File: src/rtl/tdc_frame_sequencer.sv
// Serializes one parallel frame of per-pixel TDC timestamps per acquisition into the histogram builder's wrEn/data slot stream.
// Optional timestamp range gate: define TDC_RANGE_GATE_EN (uses GATE_LO/GATE_HI, inclusive).
module tdc_frame_sequencer #(
  parameter int NP        = 10,
  parameter int PIXEL_NUM = 6,
  parameter int ACQ_NUM   = 2,
`ifdef TDC_RANGE_GATE_EN
  parameter int GATE_LO   = 0,
  parameter int GATE_HI   = 1023,
`endif
  localparam int PW = (PIXEL_NUM > 1) ? $clog2(PIXEL_NUM) : 1,
  localparam int AW = (ACQ_NUM > 1) ? $clog2(ACQ_NUM) : 1
) (
  input  logic                    clk,
  input  logic                    res,
  input  logic                    start,
  input  logic                    acq_valid,
  output logic                    acq_ready,
  input  logic [PIXEL_NUM*NP-1:0] hit_data,
  input  logic [PIXEL_NUM-1:0]    hit_mask,
  output logic                    wrEn,
  output logic [NP-1:0]           data,
  output logic [PW-1:0]           pix_idx,
  output logic [AW-1:0]           acq_idx,
  output logic                    busy,
  output logic                    meas_done
);

  typedef enum logic [1:0] {
    IDLE     = 2'd0,
    WAIT_ACQ = 2'd1,
    SHIFT    = 2'd2,
    DONE     = 2'd3
  } state_t;

  localparam logic [PW-1:0] LAST_SLOT = PW'(PIXEL_NUM - 1);
  localparam logic [AW-1:0] LAST_ACQ  = AW'(ACQ_NUM - 1);

  state_t                  state_q, state_d;
  logic [AW-1:0]           acq_cnt_q, acq_cnt_d;
  logic [PW-1:0]           slot_q, slot_d;
  logic [PIXEL_NUM*NP-1:0] hit_q, hit_d;
  logic [PIXEL_NUM-1:0]    mask_q, mask_d;
  logic                    wr_en_q, wr_en_d;
  logic [NP-1:0]           data_q, data_d;
  logic [PW-1:0]           pix_q, pix_d;
  logic [AW-1:0]           acq_idx_q, acq_idx_d;
  logic [NP-1:0]           cur_hit_s;
  logic                    accept_s;

  // Current slot's shadowed timestamp and whether it becomes a builder write.
  always_comb begin
    cur_hit_s = hit_q[slot_q*NP +: NP];
`ifdef TDC_RANGE_GATE_EN
    accept_s  = mask_q[slot_q] && (cur_hit_s >= NP'(GATE_LO)) && (cur_hit_s <= NP'(GATE_HI));
`else
    accept_s  = mask_q[slot_q];
`endif
  end

  // Next-state and next-output logic; wrEn/data fall to zero outside SHIFT.
  always_comb begin
    state_d   = state_q;
    acq_cnt_d = acq_cnt_q;
    slot_d    = slot_q;
    hit_d     = hit_q;
    mask_d    = mask_q;
    wr_en_d   = 1'b0;
    data_d    = '0;
    pix_d     = pix_q;
    acq_idx_d = acq_idx_q;
    case (state_q)
      IDLE: begin
        if (start) begin
          state_d   = WAIT_ACQ;
          acq_cnt_d = '0;
        end else begin
          state_d   = IDLE;
        end
      end
      WAIT_ACQ: begin
        if (acq_valid) begin
          hit_d   = hit_data;
          mask_d  = hit_mask;
          slot_d  = '0;
          state_d = SHIFT;
        end else begin
          state_d = WAIT_ACQ;
        end
      end
      SHIFT: begin
        wr_en_d   = accept_s;
        data_d    = accept_s ? cur_hit_s : '0;
        pix_d     = slot_q;
        acq_idx_d = acq_cnt_q;
        if (slot_q == LAST_SLOT) begin
          slot_d = '0;
          // Masked and gated pixels still consume their slot, so frame length is fixed.
          if (acq_cnt_q == LAST_ACQ) begin
            acq_cnt_d = '0;
            state_d   = DONE;
          end else begin
            acq_cnt_d = acq_cnt_q + 1'b1;
            state_d   = WAIT_ACQ;
          end
        end else begin
          slot_d = slot_q + 1'b1;
        end
      end
      DONE: begin
        state_d = IDLE;
      end
      default: begin
        state_d = IDLE;
      end
    endcase
  end

  // State, counters, shadow frame and registered slot outputs.
  always_ff @(posedge clk) begin
    if (res) begin
      state_q   <= IDLE;
      acq_cnt_q <= '0;
      slot_q    <= '0;
      hit_q     <= '0;
      mask_q    <= '0;
      wr_en_q   <= 1'b0;
      data_q    <= '0;
      pix_q     <= '0;
      acq_idx_q <= '0;
    end else begin
      state_q   <= state_d;
      acq_cnt_q <= acq_cnt_d;
      slot_q    <= slot_d;
      hit_q     <= hit_d;
      mask_q    <= mask_d;
      wr_en_q   <= wr_en_d;
      data_q    <= data_d;
      pix_q     <= pix_d;
      acq_idx_q <= acq_idx_d;
    end
  end

  assign wrEn      = wr_en_q;
  assign data      = data_q;
  assign pix_idx   = pix_q;
  assign acq_idx   = acq_idx_q;
  assign acq_ready = (state_q == WAIT_ACQ);
  assign busy      = (state_q != IDLE);
  assign meas_done = (state_q == DONE);

endmodule

File: config.mk
export PLATFORM = sky130hd
export DESIGN_NAME = tdc_frame_sequencer
export DESIGN_NICKNAME = d
export VERILOG_FILES = /design/src/rtl/tdc_frame_sequencer.sv
export SDC_FILE = /design/constraint.sdc
export NUM_CORES = 1
export LEC_CHECK = 0
export CAP_MARGIN = 15
export CORE_AREA = 2 2 123 125
export DETAILED_ROUTE_END_ITERATION = 6
export DIE_AREA = 0 0 125 127
export PLACE_DENSITY = 0.49
export SYNTH_ARGS = -nofsm -noshare
export SYNTH_HDL_FRONTEND = slang
export SYNTH_SLANG_ARGS = --single-unit
File: constraint.sdc
create_clock -name clk -period 1.95 [get_ports clk]
set_input_delay 0.39 -clock clk [delete_from_list [all_inputs] [get_ports clk]]
set_output_delay 0.39 -clock clk [all_outputs]
set_load 0.01 [all_outputs]
# Word-level counts from Yosys, hierarchy flattened
# Index checks and enable logic that the tools add are counted.
# W data, S select, Z words.
[classes]
addsub = 2
n_eq_ne = 7
n_lt_le_gt_ge = 1
n_mux = 14
reduce_logical = 9
mul = 1
bitwise_logic = 2
n_shift = 1
[ops]
columns = ["op", "count"]
rows = [
  ["$shiftx A60 B8 Y10", 1],
  ["$pmux W2 S4", 1],
  ["$mul A3 B3 Y6 const B", 1],
  ["$mux W2", 3],
  ["$mux W3", 2],
  ["$ne A2 B2 Y1 const B", 3],
  ["$pmux W3 S2", 1],
  ["$reduce_bool A2 Y1", 3],
  ["$mux W1", 5],
  ["$eq A2 B2 Y1 const B", 2],
  ["$lt A3 B4 Y1 const B", 1],
  ["$reduce_and A2 Y1", 2],
  ["$add A3 B1 Y3 const B", 1],
  ["$bmux W1 S3", 1],
  ["$eq A3 B3 Y1 const B", 1],
  ["$reduce_and A3 Y1", 1],
  ["$reduce_or A3 Y1", 1],
  ["$eq A2 B1 Y1 const B", 1],
  ["$logic_not A2 Y1", 1],
  ["$not A1 Y1", 2],
  ["$pmux W1 S2", 1],
  ["$reduce_or A2 Y1", 1],
  ["$add A1 B1 Y1 const B", 1],
]
[totals]
output_inout_bits = 18
elab_cells = 46
in_bits = 70
ff_bits = 87

# Longest topological paths before layout
# Gate-level depths: netlist of the first run.
[logic_depth]
word_depth = 4
mapped_depth = 7
ltp_nobuf = 4

# Worst setup path before layout of the first run
# No wires, ideal clock.
[synth_timing]
path_type = "register -> register"
from = "reg slot_q[0]"
to = "reg data_q[5] (netlist: data[5])"
path_stages_with_launch = 6
slack_ns = 0.528
t_required_ns = 1.834
arrival_ns = 1.306
setup_ns = 0.116
period_less_slack_ns = 1.422
n_path_buf = 1
cell_sequence = "dfxtp_1 buf_6 mux4_2 a21oi_2 nor3_4 o211a_1"
[synth_between]
elab_chain_len = 4
elab_cells_between_ends = 6
cone_classes = "mul (1); shift (1); mux (2); bitwise (1); reduce/logical (1)"
[synth_lines]
columns = ["element", "line_no", "source"]
rows = [
  ["from (decl)", "41", "logic [PW-1:0] slot_q, slot_d;"],
  ["from (signal assigned)", "134", "slot_q <= slot_d;"],
  ["branches (longest 4 deep; another with $mul A3 B3 Y6)", "--", ""],
  ["to (signal assigned)", "138", "data_q <= data_d;"],
  ["to (decl)", "45", "logic [NP-1:0] data_q, data_d;"],
]
# Parallel ways; which one is timed is not known. The select of a mux whose other input is x is not followed.
# A chain may end at the register's enable or synchronous reset.

# Final worst setup path of the first run
[layout_timing]
from = "reg state_q[0]"
to = "out acq_ready"
[layout_between]
elab_chain_len = 1
[layout_lines]
columns = ["element", "line_no", "source"]
rows = [
  ["from (decl)", "39", "state_t state_q, state_d;"],
  ["from (signal assigned)", "132", "state_q <= state_d;"],
  ["$eq A2 B1 Y1", "148", "assign acq_ready = (state_q == WAIT_ACQ);"],
  ["to (decl)", "18", "output logic acq_ready,"],
]
# Every way passes these cells.

==> results of run 1 <==
[stage by stage]
step           worst slack (ps)  hold slack, ps  utilization  area [um2]
4_1_cts                   0.215             454        0.343        4940
5_1_grt                    26.4             468        0.343        4940
6_report                   88.0             452        0.343        4940
3_3_place_gp                212             441        0.322        4640
2_1_floorplan               528             432            -        3600
3_5_place_dp                193             445        0.322        4640
[area by class of cell]
class	count	area [um2]
Clock buffer	12	256
Multi-Input combinational cell	296	1690
Fill cell	1537	9480
Timing Repair Buffer	97	978
Clock inverter	3	42.5
Sequential cell	87	1740
Tap cell	184	230
[power breakdown]
part           switching, uW  internal [uW]
clock                    652           1050
sequential              37.6           1850
combinational            215            243
[cells in the final DEF (no fill, tap or decap), types with 2 or more instances in the layout]
master,n
nand2_1,140
o211a_1,10
mux2i_1,11
clkdlybuf4s50_1,86
buf_4,7
mux4_2,5
mux4_1,6
buf_12,3
clkbuf_8,2
nor2b_1,2
dfxtp_1,86
clkbuf_16,9
o31ai_1,10
nor2_1,19
nand2b_1,3
a21oi_1,73
[layer usage]
metal,up-vias,GRT usage
li1,1562,-
met1,1408,0.165
met2,70,0.194
met3,16,0.0276
met4,0,0.0575
met5,-,0
[worst paths after layout]
check	end	slack, ps	cells past startpoint	start
max	acq_ready	90	2	state_q[0]$_SDFFE_PP0P_
min	hit_q[13]$_SDFFE_PP0P_	450	2	hit_q[13]$_SDFFE_PP0P_
max reg2reg	data[5]$_SDFF_PP0_	260	5	slot_q[0]$_SDFFE_PP0P_
min reg2reg	hit_q[13]$_SDFFE_PP0P_	450	2	hit_q[13]$_SDFFE_PP0P_
[cells by family (layout without fill, tap and decap cells)]
kind of cell	Yosys count	after routing
buffers and inverters	35	112
AND/OR/NAND/NOR	173	173
multiplexers	23	23
flip-flops	87	87
AO/OA/AOI/OAI	100	100
[registers in the layout, indices dropped and copies added, names as in the netlist]
name,flops
hit_q,60
data,10
mask_q,6
pix_idx,3
slot_q,3
state_q,2
acq_cnt_q,1
acq_idx,1
wrEn,1
[worst max-delay path, delay by kind of cell, from the launching register on]
family / cells / cell delay (ps)
buffers and inverters: 1 / 560
flip-flops: 1 / 380
AND/OR/NAND/NOR: 1 / 200
[what timing repair did]
action,CTS,global route
hold endpoints to repair,0,0
setup endpoints to repair,1,1
resized for setup,1,1
==> reports/summary.txt, run 1 <==
Clock Latency Late Sink: 330 ps
Max FO, Critical Path: 8
Count leader, synth: nand2_1
Cell row count: 44
Post-route clock period utilization: 0.955
Synthesized instance count: 418
Initial antenna violation count: 0
Xor and xnor fraction of the mapped netlist area: 0
Clock sinks: 87
Top layer in use: met4
Clock buffer depth: 2
Power Total: 4050 uW
Met2 Wirelength: 4430 um
Mapped cell area: 0.00360 mm2
Vias per cell: 4.50
Post-route insts no fill: 679
Rel. slew slack: 0.587
Fmax: 0.537 GHz
Worst-path cell chain: nor2b_2 > clkdlybuf4s50_1
CTS Hold Buffers Added: 0
Data arrival, critical path: 1470 ps
Fraction of layout cells with a size suffix above 1: 0.0768
Slowest cell on the critical path: clkdlybuf4s50_1
Drt first pass iters: 4
Pwr per Cell Area: 819 mW/mm2
Final setup vio count: 0
Lkg Pwr: 0.00183 uW
Post-synthesis cell type with the largest combined area: dfxtp_1
Crit. End Element: output port
Die X-Extent: 125 um
EDFF count, synth: 0
Synth top cells by count: nand2_1, dfxtp_1, a21oi_1, nor2_1, clkbuf_1
Die ar.: 0.0159 mm2
# DRC: 0
Yosys top cell area share: 0.484
M1 WL: 4670 um
Vias in the first global route: 3,034
Clk root buf: clkbuf_16
Syn nets: 488
Dpl hpwl: 7060 um
Post-CTS setup buffers: 0
Final WL: 9730 um
Wire length on met3: 405 um
WP data required: 1560 ps
Syn. warnings: 0
H-tree Lvls: 3
Synth Area per Inst: 8.61 um2
Cells after DPL: 664
Synth area leaders: dfxtp_1, nand2_1, a21oi_1, mux4_1, mux4_2
Port bufs: 87
Final nets: 561
CTS tree: built
Adder and majority gate portion of the synthesized area: 0
Largest family of logic cells by synthesized area: simple AND/OR/NAND/NOR gates
Sum of negative setup slack: 0 ps
Post-synthesis cell type count: 30
Die height: 127 um
First-pass GRT wire length: 15,600 um
Synthesized flop and latch total: 87
CTS clk-pin slew, worst paths: 60 ps
Initial core utilization: 0.249
Total gr overflow: 0
Pin count of the biggest net entering global routing: 68
Core footprint: 0.0144 mm2
Max-slew violations: 0
Final hold vios: 0
Final setup skew: 6.47 ps
TritonCTS Buffers: 9
# diodes: 0
Via count: 3,056
HP Class: reg2reg
Worst vdd ir: 388 uV
Clock period minus worst slack: 1860 ps
Num ports: 88
RSZ-0062 raised after global routing: false
Run status: completed
GRT Total Usage: 0.124
Asr flop ratio synth: 0
Max Cap Viol: 0
GP Congestion: 0.779
Initial DRC Count: 178
Proportion of synthesized area in mux cells: 0.110
Layout area overhead: 37.3%
Sequential share of the synthesized area: 0.484
Simple-gate share of the synthesized area: 0.194
Synth Area in Compound Gates: 0.164
Avg WL per Cell: 14.3 um
Post-synth top flop: dfxtp_1
Crit path kind: reg2out
Tightest Pin Transition: 619 ps
Antenna Violating Nets Remaining: 0
CP peak stage delay: 560 ps
Crit start category: flip-flop
(Power assumes the default switching activity.)
==> run 2: changes to the inputs <==
--- a/config.mk
+++ b/config.mk
@@ -9,6 +9,7 @@
 export CORE_AREA = 2 2 123 125
 export DETAILED_ROUTE_END_ITERATION = 6
 export DIE_AREA = 0 0 125 127
+export GPL_ROUTABILITY_DRIVEN = 0
 export PLACE_DENSITY = 0.49
 export SYNTH_ARGS = -nofsm -noshare
 export SYNTH_HDL_FRONTEND = slang
==> results of run 2 <==
Final layout, timing and power as in run 1 (identical DEF).
==> run 3: changes to the inputs <==
--- a/config.mk
+++ b/config.mk
@@ -5,11 +5,11 @@
 export SDC_FILE = /design/constraint.sdc
 export NUM_CORES = 1
 export LEC_CHECK = 0
+export ABC_AREA = 1
 export CAP_MARGIN = 15
-export CORE_AREA = 2 2 123 125
+export CORE_AREA = 2 2 124 126
 export DETAILED_ROUTE_END_ITERATION = 6
-export DIE_AREA = 0 0 125 127
-export GPL_ROUTABILITY_DRIVEN = 0
+export DIE_AREA = 0 0 126 128
 export PLACE_DENSITY = 0.49
 export SYNTH_ARGS = -nofsm -noshare
 export SYNTH_HDL_FRONTEND = slang
==> reports/summary.txt, run 3 <==
Run status: completed
Layout area overhead: 37.8%
Sequential power share: 0.387
Switching share of total power: 0.338
Pin count of the biggest net entering global routing: 50
Fmax: 0.550 GHz
Mapped cell area: 0.00364 mm2
M1 WL: 5430 um
Crit path kind: reg2out
# diodes: 0
Max Cap Viol: 0
Psw: 1890 uW
Top layer in use: met4
Drt first pass iters: 5
Clock sinks: 87
Wire length on met3: 572 um
Port bufs: 87
Clock power frac: 0.303
Synthesized flop and latch total: 87
Core footprint: 0.0149 mm2
CTS tree: built
# DRC: 0
Synth Area in Compound Gates: 0.158
Count leader, synth: nand2_1
Syn nets: 589
GRT Total Usage: 0.143
Final Util: 0.337
Post-synthesis cell type with the largest combined area: dfxtp_1
Pwr per Cell Area: 1120 mW/mm2
Asr flop ratio synth: 0
Num ports: 88
Clock Latency Late Sink: 340 ps
Lkg Pwr: 0.00195 uW
CTS clk-pin slew, worst paths: 60 ps
Dpl hpwl: 8130 um
Post-synthesis cell type count: 18
Total gr overflow: 0
Vias in the first global route: 3,529
WP data required: 1560 ps
Most common cell after layout, fill and taps aside: nand2_1
Worst Setup SP: state_q[1]$_SDFFE_PP0P_
Sequential share of the synthesized area: 0.479
Synth Area per Inst: 7.01 um2
Filler Cell Count: 1,630
Most frequent cells in the layout: nand2_1, dfxtp_1, clkdlybuf4s50_1
Sum of negative setup slack: 0 ps
Cell row count: 45
Clock buffer depth: 2
Fraction of layout cells with a size suffix above 1: 0.0666
CTS Hold Buffers Added: 0
GP Congestion: 0.824
Synth top cells by count: nand2_1, dfxtp_1, a21oi_1, nand3_1, nor2_1
Worst-path cell chain: nand2_1 > inv_1 > clkdlybuf4s50_1
Max-slew violations: 0
Crit start category: flip-flop
Xor and xnor fraction of the mapped netlist area: 0
Avg WL per Cell: 14.3 um
Synth area leaders: dfxtp_1, nand2_1, a21oi_1, nand3_1, nor2_1
Data arrival, critical path: 1430 ps
Slowest cell on the critical path: clkdlybuf4s50_1
H-tree Lvls: 3
Final WL: 11,300 um
CP bufs+invs: 2
Final nets: 666
Post-route clock period utilization: 0.932
CP peak stage delay: 520 ps
TritonCTS Buffers: 9
Clock period minus worst slack: 1820 ps
Die ar.: 0.0161 mm2
Yosys top cell area share: 0.479
Die X-Extent: 126 um
EDFF count, synth: 0
HP Class: in2reg
Proportion of synthesized area in mux cells: 0
Met2 Wirelength: 5150 um
Antenna Violating Nets Remaining: 0
Initial core utilization: 0.245
Final setup vio count: 0
Critical path's top delay family: buffers and inverters
Adder and majority gate portion of the synthesized area: 0
Via count: 3,564
Combinational Power Share: 0.310
Final setup skew: 7.77 ps
Rel. slew slack: 0.692
Vias per cell: 4.52
Crit. End Element: output port
Die height: 128 um
RR Startpoint: slot_q[1]$_SDFFE_PP0P_
Largest family of logic cells by synthesized area: simple AND/OR/NAND/NOR gates
RSZ-0062 raised after global routing: false
Worst vdd ir: 428 uV
Largest register FFs: 60
Final hold vios: 0
Synthesized instance count: 519
Initial DRC Count: 219
Syn. warnings: 0
Post-synth top flop: dfxtp_1
Max FO, Critical Path: 5
Internal power: 3710 uW
Simple-gate share of the synthesized area: 0.280
First-pass GRT wire length: 18,000 um
Worst hold slack: 319 ps
Tightest Pin Transition: 462 ps
HP Start: res
Largest reg by FF count: hit_q
Initial antenna violation count: 0
Clk root buf: clkbuf_16
-- run 3: cell count changes in the layout (fill, tap and decap cells not counted), moves of 11 or more --
cell     before  now
nor2_1       19   37
mux2i_1      11    0
inv_1         0   32
o21ai_1       1   15
nand3_1       0   55
o21ai_0       0   14
-- run 3: worst reg2reg max path: stages, from the launching register on --
cell     delay [ps]
dfxtp_1         320
inv_2           190
nand2_1         290
a21oi_1         190
o21ai_0          90
nand2_1          80
nand2_1         200
nor2_1          250
-- run 3: cell type report --
class                   instances  area, um2  share of cell area
repair buffers                103       1010               0.202
clock buffers                  13        280              0.0559
flip-flops and latches         87       1740               0.347
inverters                      35        136              0.0272
multi-input cells             360       1590               0.318
clock inverters                 3       15.0             0.00299
well taps                     188        235              0.0469
-- run 3: per-layer routing --
| metal | global-route usage | vias to the layer above |
|---|---|---|
| li1 | - | 1844 |
| met4 | 0.0524 | 0 |
| met1 | 0.188 | 1615 |
| met2 | 0.232 | 95 |
| met5 | 0 | - |
| met3 | 0.0296 | 10 |
-- run 3: kinds of logic after synthesis --
group	count (synthesis)
AND/OR/NAND/NOR	246
AO/OA/AOI/OAI	114
flip-flops	87
buffers and inverters	72
-- run 3: metrics by stage --
| stage | instances | total power, uW | setup WS, ps | instance area [um2] |
|---|---|---|---|---|
| 5_1_grt | 789 | 5960 | 55.6 | 5020 |
| 3_5_place_dp | 772 | 3930 | 194 | 4710 |
| 3_3_place_gp | 772 | 3910 | 239 | 4710 |
| 2_1_floorplan | 519 | 3290 | 781 | 3640 |
| 6_report | 789 | 5600 | 132 | 5020 |
| 4_1_cts | 789 | 5650 | 24.7 | 5010 |
-- run 3: final timing paths --
| check | to | slack [ps] | cells after the start |
|---|---|---|---|
| setup reg to reg | data[7]$_SDFF_PP0_ | 260 | 7 |
| setup / recovery | meas_done | 130 | 3 |
| hold reg to reg | hit_q[19]$_SDFFE_PP0P_ | 460 | 2 |
| hold / removal | state_q[1]$_SDFFE_PP0P_ | 320 | 2 |
-- run 3: power groups by stage --
stage               clock network (uW)  registers, uW  logic, uW
global route                      1810           2190       1960
CTS                               1730           2170       1760
floorplan                            0           2170       1120
global placement                     0           2200       1710
finish                            1700           2170       1730
detailed placement                   0           2200       1730
-- run 3: what timing repair did --
| action | 4_1_cts | 5_1_grt |
|---|---|---|
| setup endpoints to repair | 1 | 1 |
| gates resized for setup | 0 | 1 |
| setup buffers | 1 | 0 |
| pin swaps | 1 | 0 |
